$ cat config.mk
export PLATFORM = sky130hd
export DESIGN_NAME = mem_stage
export DESIGN_NICKNAME = d
export VERILOG_FILES = /design/src/rtl/mem_pkg.sv /design/src/rtl/mem_align.sv /design/src/rtl/mem_stage.sv
export SDC_FILE = /design/constraint.sdc
export NUM_CORES = 1
export LEC_CHECK = 0
export CAP_MARGIN = 25
export CORE_MARGIN = 5
export CORE_UTILIZATION = 40
export DETAILED_ROUTE_END_ITERATION = 6
export PLACE_DENSITY = 0.83
export SYNTH_ARGS = -nofsm -noshare
export SYNTH_HDL_FRONTEND = slang
export SYNTH_SLANG_ARGS = --single-unit
$ cat constraint.sdc
create_clock -name clk -period 1.82 [get_ports clk]
set_input_delay 0.546 -clock clk [delete_from_list [all_inputs] [get_ports clk]]
set_output_delay 0.546 -clock clk [all_outputs]
set_load 0.01 [all_outputs]
$ cat src/rtl/mem_pkg.sv
// mem_pkg: size codes, FSM states and pipeline register bundles for the MEM stage
package mem_pkg;
    localparam logic [1:0] MEM_BYTE = 2'b00;
    localparam logic [1:0] MEM_HALF = 2'b01;
    localparam logic [1:0] MEM_WORD = 2'b10;

    typedef enum logic [1:0] {ST_IDLE, ST_ACCESS, ST_RESP} mem_state_t;

    typedef struct packed {
        logic        valid;
        logic [31:0] alu;
        logic [31:0] regb;
        logic        mem_read;
        logic        mem_write;
        logic [1:0]  size;
        logic        sign;
        logic        reg_write;
        logic [4:0]  rd;
    } exmem_t;

    typedef struct packed {
        logic        valid;
        logic        reg_write;
        logic [4:0]  rd;
        logic [31:0] data;
    } memwb_t;
endpackage

$ cat src/rtl/mem_align.sv
// mem_align: byte-lane steering for stores, load extract/extend and misalign detect
module mem_align (
    input  logic [1:0]  i_addr,
    input  logic [1:0]  i_size,
    input  logic        i_sign,
    input  logic [31:0] i_wdata,
    input  logic [31:0] i_rdata,
    output logic [3:0]  o_be,
    output logic [31:0] o_wdata,
    output logic [31:0] o_rdata,
    output logic        o_misalign
);
    import mem_pkg::*;

    logic [31:0] w_shift;

    // Size code 11 falls through every compare and behaves as a word access
    always_comb begin
        w_shift    = i_rdata >> {i_addr, 3'b000};
        o_misalign = (i_size == MEM_HALF) ? i_addr[0] : (i_size != MEM_BYTE) && (i_addr != 2'b00);
        o_be       = (i_size == MEM_BYTE) ? 4'b0001 << i_addr :
                     (i_size == MEM_HALF) ? (i_addr[1] ? 4'b1100 : 4'b0011) : 4'b1111;
        o_wdata    = (i_size == MEM_BYTE) ? {4{i_wdata[7:0]}} :
                     (i_size == MEM_HALF) ? {2{i_wdata[15:0]}} : i_wdata;
        o_rdata    = (i_size == MEM_BYTE) ? {{24{i_sign & w_shift[7]}}, w_shift[7:0]} :
                     (i_size == MEM_HALF) ? {{16{i_sign & w_shift[15]}}, w_shift[15:0]} : w_shift;
    end
endmodule

$ cat src/rtl/mem_stage.sv
// mem_stage: EX/MEM register, data-memory handshake FSM and MEM/WB register
module mem_stage #(
    parameter int ADDR_W = 32
) (
    input  logic              clk,
    input  logic              reset,
    input  logic              ex_valid,
    input  logic [31:0]       ex_ALUout,
    input  logic [31:0]       ex_RegB,
    input  logic              ex_MemRead,
    input  logic              ex_MemWrite,
    input  logic [1:0]        ex_MemSize,
    input  logic              ex_MemSign,
    input  logic              ex_RegWrite,
    input  logic [4:0]        ex_rd,
    input  logic              flush,
    output logic              stall_out,
    output logic              dmem_req,
    output logic              dmem_we,
    output logic [ADDR_W-1:0] dmem_addr,
    output logic [3:0]        dmem_be,
    output logic [31:0]       dmem_wdata,
    input  logic              dmem_gnt,
    input  logic              dmem_rvalid,
    input  logic [31:0]       dmem_rdata,
    output logic              wb_valid,
    output logic              wb_RegWrite,
    output logic [4:0]        wb_rd,
    output logic [31:0]       wb_data,
    output logic              misalign_exc
);
    import mem_pkg::*;

    exmem_t      r_ex;
    memwb_t      r_wb;
    mem_state_t  r_state, w_state, w_next;
    logic        w_mem, w_mis, w_ok, w_store_done, w_load_done, w_done;
    logic [3:0]  w_be;
    logic [31:0] w_wdata, w_rext;

    mem_align u_align (
        .i_addr    (r_ex.alu[1:0]),
        .i_size    (r_ex.size),
        .i_sign    (r_ex.sign),
        .i_wdata   (r_ex.regb),
        .i_rdata   (dmem_rdata),
        .o_be      (w_be),
        .o_wdata   (w_wdata),
        .o_rdata   (w_rext),
        .o_misalign(w_mis)
    );

    // A fresh aligned memory op in the register is already in ACCESS, so the request goes out combinationally
    always_comb begin
        w_mem        = r_ex.valid && (r_ex.mem_read || r_ex.mem_write);
        w_ok         = w_mem && !w_mis;
        w_state      = (r_state == ST_IDLE && w_ok) ? ST_ACCESS : r_state;
        w_store_done = (w_state == ST_ACCESS) && dmem_gnt && r_ex.mem_write;
        w_load_done  = (w_state == ST_RESP) && dmem_rvalid;
        w_done       = r_ex.valid && (!w_ok || w_store_done || w_load_done);
        w_next       = (w_state == ST_ACCESS && dmem_gnt) ? (r_ex.mem_write ? ST_IDLE : ST_RESP) :
                       w_load_done ? ST_IDLE : w_state;
        stall_out    = w_ok && !w_done;
        misalign_exc = w_mem && w_mis;
        dmem_req     = (w_state == ST_ACCESS);
        dmem_we      = dmem_req && r_ex.mem_write;
        dmem_addr    = dmem_req ? {r_ex.alu[ADDR_W-1:2], 2'b00} : '0;
        dmem_be      = dmem_req ? w_be : 4'b0000;
        dmem_wdata   = dmem_we ? w_wdata : 32'd0;
        wb_valid     = r_wb.valid;
        wb_RegWrite  = r_wb.reg_write;
        wb_rd        = r_wb.rd;
        wb_data      = r_wb.data;
    end

    // FSM state register; reset abandons any in-flight load so a late rvalid is dropped
    always_ff @(posedge clk) r_state <= !reset ? ST_IDLE : w_next;

    // EX/MEM register: frozen while stalled (flush ignored then), bubble on flush or invalid EX
    always_ff @(posedge clk) begin
        if (!reset) r_ex <= '0;
        else if (!stall_out) r_ex <= (ex_valid && !flush) ?
            '{1'b1, ex_ALUout, ex_RegB, ex_MemRead, ex_MemWrite, ex_MemSize, ex_MemSign, ex_RegWrite, ex_rd} : '0;
    end

    // MEM/WB register: one valid cycle per retired op; stores and misaligned ops never write rd
    always_ff @(posedge clk) begin
        if (!reset || !w_done) r_wb <= '0;
        else r_wb <= '{1'b1, r_ex.reg_write && !r_ex.mem_write && !misalign_exc, r_ex.rd,
                       w_load_done ? w_rext : r_ex.alu};
    end
endmodule

After elaboration in Yosys (flattened, before gate mapping)
Cells that the tools add are included.

Word-level logic and storage cells: 68. Flip-flop bits (word level): 117. Bits of input ports: 113.

Eq/ne operators: 3. Shifts and indexed selects: 2. Multiplexer cells: 18. Reduce and logical (&&, ||, !) cells: 29. Bitwise operators: 2.

Operators by type and width (number): two-way mux 32 bit (7); two-way mux 76 bit (1); two-way mux 39 bit (1); right shift 32 x 5 -> 32 bit (1); two-way mux 4 bit (4); logical AND 1 bit (14); two-way mux 2 bit (4); logical NOT 1 bit (7); equality test 2 x 1 -> 1 bit (second input constant) (2); logical NOT 2 bit (2); logical OR 1 bit (4); nonzero test 2 bit (2); left shift 1 x 2 -> 4 bit (first input constant) (1); bitwise AND 1 bit (2); equality test 2 bit (second input constant) (1); two-way mux 1 bit (1).

Longest topological paths before layout
Depth in word-level cells: 16. Depth in mapped cells: 7. Depth with buffers taken out: 5.

Hierarchy
Synthesis repeated with hierarchy kept, for this count alone.

Cells, all modules: 759. Area, all modules: 5959.5 µm².

By module, submodules not included: mem_stage (cells each 593, area each 4740.8 µm², times used 1); mem_align (cells each 166, area each 1218.7 µm², times used 1).

Worst setup path after synthesis
No wires, ideal clock.

Path type: register to output. Start: reg r_ex[44] in the netlist's numbering. End: out dmem_wdata[12]. Slack: -213 ps. Cell stages (with the launch flop): 8. Data required time: 1274 ps. Arrival: 1487 ps. Buffers on the path: 3. Cells stage by stage: dfxtp_1 buf_6 o21ai_2 a31oi_1 or3_1 clkbuf_1 buf_2 a21oi_1.

Longest elaborated chain between the ends: 10.

Ends and longest elaborated chain: start: declaration (RTL line mem_stage.sv:34) `exmem_t r_ex;`; start signal: assignment (RTL line mem_stage.sv:82) `else if (!stall_out) r_ex <= (ex_valid && !flush) ?`; nonzero test 2 bit (RTL line mem_align.sv:20) `o_misalign = (i_size == MEM_HALF) ? i_addr[0] : (i_size != MEM_BYTE) && (i_addr != 2'b00);`; logical AND 1 bit (RTL line mem_align.sv:20); two-way mux 1 bit (RTL line mem_align.sv:20); logical NOT 1 bit (RTL line mem_stage.sv:56) `w_ok = w_mem && !w_mis;`; logical AND 1 bit (RTL line mem_stage.sv:56); logical AND 1 bit (RTL line mem_stage.sv:57) `w_state = (r_state == ST_IDLE && w_ok) ? ST_ACCESS : r_state;`; two-way mux 2 bit (RTL line mem_stage.sv:57); equality test 2 x 1 -> 1 bit (RTL line mem_stage.sv:65) `dmem_req = (w_state == ST_ACCESS);`; logical AND 1 bit (RTL line mem_stage.sv:66) `dmem_we = dmem_req && r_ex.mem_write;`; two-way mux 32 bit (RTL line mem_stage.sv:69) `dmem_wdata = dmem_we ? w_wdata : 32'd0;`; end: declaration (RTL line mem_stage.sv:22) `output logic [31:0] dmem_wdata,`.

No other way between the ends.

Final worst setup path
Start: reg r_ex[43] in the netlist's numbering. End: out dmem_be[2].

Longest elaborated chain between the ends: 9. Elaborated cells on any way between the ends: 11. Those cells by class: 1 x eq/ne; 1 x shift; 4 x mux; 5 x reduce/logical.

Ends and longest elaborated chain: nonzero test 2 bit (RTL line mem_align.sv:20); logical AND 1 bit (RTL line mem_align.sv:20); two-way mux 1 bit (RTL line mem_align.sv:20); logical NOT 1 bit (RTL line mem_stage.sv:56); logical AND 1 bit (RTL line mem_stage.sv:56); logical AND 1 bit (RTL line mem_stage.sv:57); two-way mux 2 bit (RTL line mem_stage.sv:57); equality test 2 x 1 -> 1 bit (RTL line mem_stage.sv:65); two-way mux 4 bit * (RTL line mem_stage.sv:68) `dmem_be = dmem_req ? w_be : 4'b0000;`; end: declaration (RTL line mem_stage.sv:21) `output logic [3:0] dmem_be,`.

Mark *: on every way between the ends. The rest lies on a longest branch, timed or not.

==> out/results.ini <==
[sta]
whs_ps=456
period_minus_slack_ps=2570
hold_viol_final=0
finalClockSkew_ps=9.11
fmax_mhz=389
report.final.slew_viol_count=0
fin_crit_sh_pct=141
rsz0062_at_grt=yes
setup_violations=82
worst_slack_ps=-750

[detailed_routing]
drtIter0Drc=409
firstDrtPassIters=5
wl_per_cell_microns=19.5
vias=6150
wl_met3_microns=1880
wl_met1_microns=8630
highest_layer=met5
wl_met2_microns=11500
wl_microns=23000
drc=0
vias_per_cell=5.22
ant_nets=0

[critical_path]
arrival_ps=2020
path_max_fanout=5
crit_path_end_kind=output pin
startpoint_type=flip-flop
cp.required_ps=1270
path_class=reg2out

[hold_path]
hp-class=reg2reg

[placed_design]
dp.cells=1108
portBuffers=221
gp_congestion=0.840
dp_hpwl_microns=14700

[yosys]
ys_types=45
syn_area_per_cell_sq_um=8.60
synth_edf_count=0
syn_area_sq_um=5910
syn_inst=687
synth_seq_cells=117
ys.flop_type=dfxtp_1
ys_seq_area_share_pct=39.7
yosysWarnings=0
async_reset_ff_share_pct=0

[power]
p_leak_nw=4.11
peakVddDrop_uv=623
powerDensity_nw_per_um2=645

[floorplan]
die_y_microns=132
io_pins=224
core_sq_um=14500
die_w_microns=132
fp.dieArea_sq_um=17300
rows=44
start_util_pct=40.6

[finish]
stdcell_count=1178
drive_gt1_share_pct=33.5
areaGrowthSynthToFinish_pct=75.0
nets=1096
multiInputGateArea_sq_um=3610
num_antenna_cells=0
fillCellCount=1003
final-seq-area_sq_um=2350

[clock_network]
cts_sinks=117
cts_inserted_buffers=17
cts_root_buffer=clkbuf_16
clk_latency_ps=420
cts_tree=built
h-tree-depth=4
clockBufferDepth=2
clk_pin_slew_worst_paths_ps=50
cts_hold_buf=0

[grt]
overflow=0
gr-usage-all-layers_pct=24.8
antenna_found_initial=1
grt_pass1_wl_microns=34400
grt_max_degree=43
grt_pass1_vias=6261

[outcome]
violations=setup timing
status=finished with violations

[job]
cap_violations=0

[sequential cells by signal (all words and copies together), names as in the netlist]
register / flops
r_ex: 76
r_state: 2
wb_RegWrite: 1
wb_data: 32
wb_rd: 5
wb_valid: 1
[layout make-up]
type | instances | share of cell area (%)
Clock buffer | 26 | 4.83
Clock inverter | 4 | 0.678
Inverter | 6 | 0.339
Multi-Input combinational cell | 507 | 35.0
Sequential cell | 117 | 22.8
Tap cell | 184 | 2.23
Timing Repair Buffer | 332 | 34.1
Timing Repair inverter | 2 | 0.121
[worst max-delay path, cell delays in order (launching register included)]
cell and delay [ps]:
dfxtp_4 360, o21ai_4 150, buf_6 130, o2111ai_4 110
a21oi_4 170, buf_12 130, buf_8 110, buf_16 120
buf_6 90, nor2b_4 130, buf_6 110
[timing repair]
item / CTS / global route
gates resized for setup: 421 / 64
setup endpoints to repair: 180 / 135
buffers inserted: 23 / 10
endpoints found under the hold margin: 0 / 0
pin swaps: 19 / 15
cloned: 7 / 4
[stage by stage]
| stage | total power, mW | setup TNS (ps) | cell area (sq um) | utilization, % | setup slack [ps] |
|---|---|---|---|---|---|
| 2_1_floorplan | 2.97 | -4970 | 6210 | - | -116 |
| 3_3_place_gp | 3.36 | -90260 | 8900 | 61.2 | -678 |
| 3_5_place_dp | 3.36 | -94800 | 8900 | 61.2 | -721 |
| 4_1_cts | 6.66 | -48150 | 10000 | 69.0 | -789 |
| 5_1_grt | 6.87 | -50370 | 10300 | 71.1 | -827 |
| 6_report | 6.66 | -44610 | 10300 | 71.1 | -750 |
[logic make-up (layout without fill, tap and decap cells)]
group / after synthesis / after routing / share of synthesized area (%)
and+or+nand+nor: 308 / 308 / 23.2
other: 1 / 2 / 0.0635
DFF: 117 / 117 / 39.7
AOI/OAI and AO/OA: 80 / 80 / 10.6
muxes: 117 / 117 / 20.4
buffers and inverters: 64 / 370 / 6.06
[path summary, 6_finish.rpt]
check / from / slack (ps) / endpoint / cells after the start
worst max register to register: r_ex[43] / -70 / wb_data[8] / 7
worst min register to register: r_ex[0] / 460 / wb_rd[0] / 1
worst min-delay path: r_ex[0] / 460 / wb_rd[0] / 1
worst max-delay path: r_ex[43] / -750 / dmem_be[2] / 10
[report_power, final]
group / total [mW] / switching, mW / internal (mW) / leakage [nW]
clock: 3.27 / 1.13 / 2.14 / 0.280
sequential: 2.65 / 0.0365 / 2.61 / 0.951
combinational: 0.744 / 0.325 / 0.419 / 2.88
[metal layers]
layer  GRT usage (%)  up-vias
met5               0        -
met4            11.8        2
met3            8.26       66
met2            42.4      296
met1            27.8     2889
li1                -     2897
[synth_stat cells (2+ instances only)]
cell	count	share of area (%)
nand2_1	180	11
dfxtp_1	117	40
mux2i_1	108	18
and2_1	50	5.3
nor2_1	48	3.1
a21oi_1	34	2.9
clkbuf_1	26	1.7
o221a_2	14	2.7
buf_2	11	0.93
buf_6	10	1.9
nor3_1	8	0.68
o2bb2ai_1	8	1.2
buf_4	7	0.89
mux2_2	7	1.3
nand2b_1	7	0.74
o211ai_1	5	0.64
buf_1	4	0.25
inv_1	4	0.25
nor2b_1	4	0.42
and2_4	3	0.44
o21a_1	3	0.38
a311oi_1	2	0.30
a31oi_1	2	0.21
mux4_2	2	0.76
o21ai_2	2	0.30
o221a_1	2	0.38
[placed cells by master (no fill, tap or decap), drive strengths merged, types with 2 or more instances in the layout]
cell type | synthesis | final
dfxtp | 117 | 117
buf | 32 | 180
bufinv | 0 | 2
mux2 | 7 | 7
o221a | 16 | 16
dlymetal6s2s | 0 | 9
nor2b | 4 | 4
nor3 | 8 | 8
o21ai | 4 | 4
clkbuf | 26 | 28
nand2 | 180 | 180
nor2 | 50 | 50
o2bb2ai | 8 | 8
a21oi | 35 | 35
nand2b | 7 | 7
mux4 | 2 | 2
mux2i | 108 | 108
conb | 1 | 2
o211ai | 5 | 5
clkdlybuf4s50 | 0 | 118
o21a | 3 | 3
a31oi | 2 | 2
and2 | 53 | 53
inv | 6 | 7
dlygate4sd2 | 0 | 23
clkinv | 0 | 3
a311oi | 2 | 2
(Power assumes the default switching activity.)
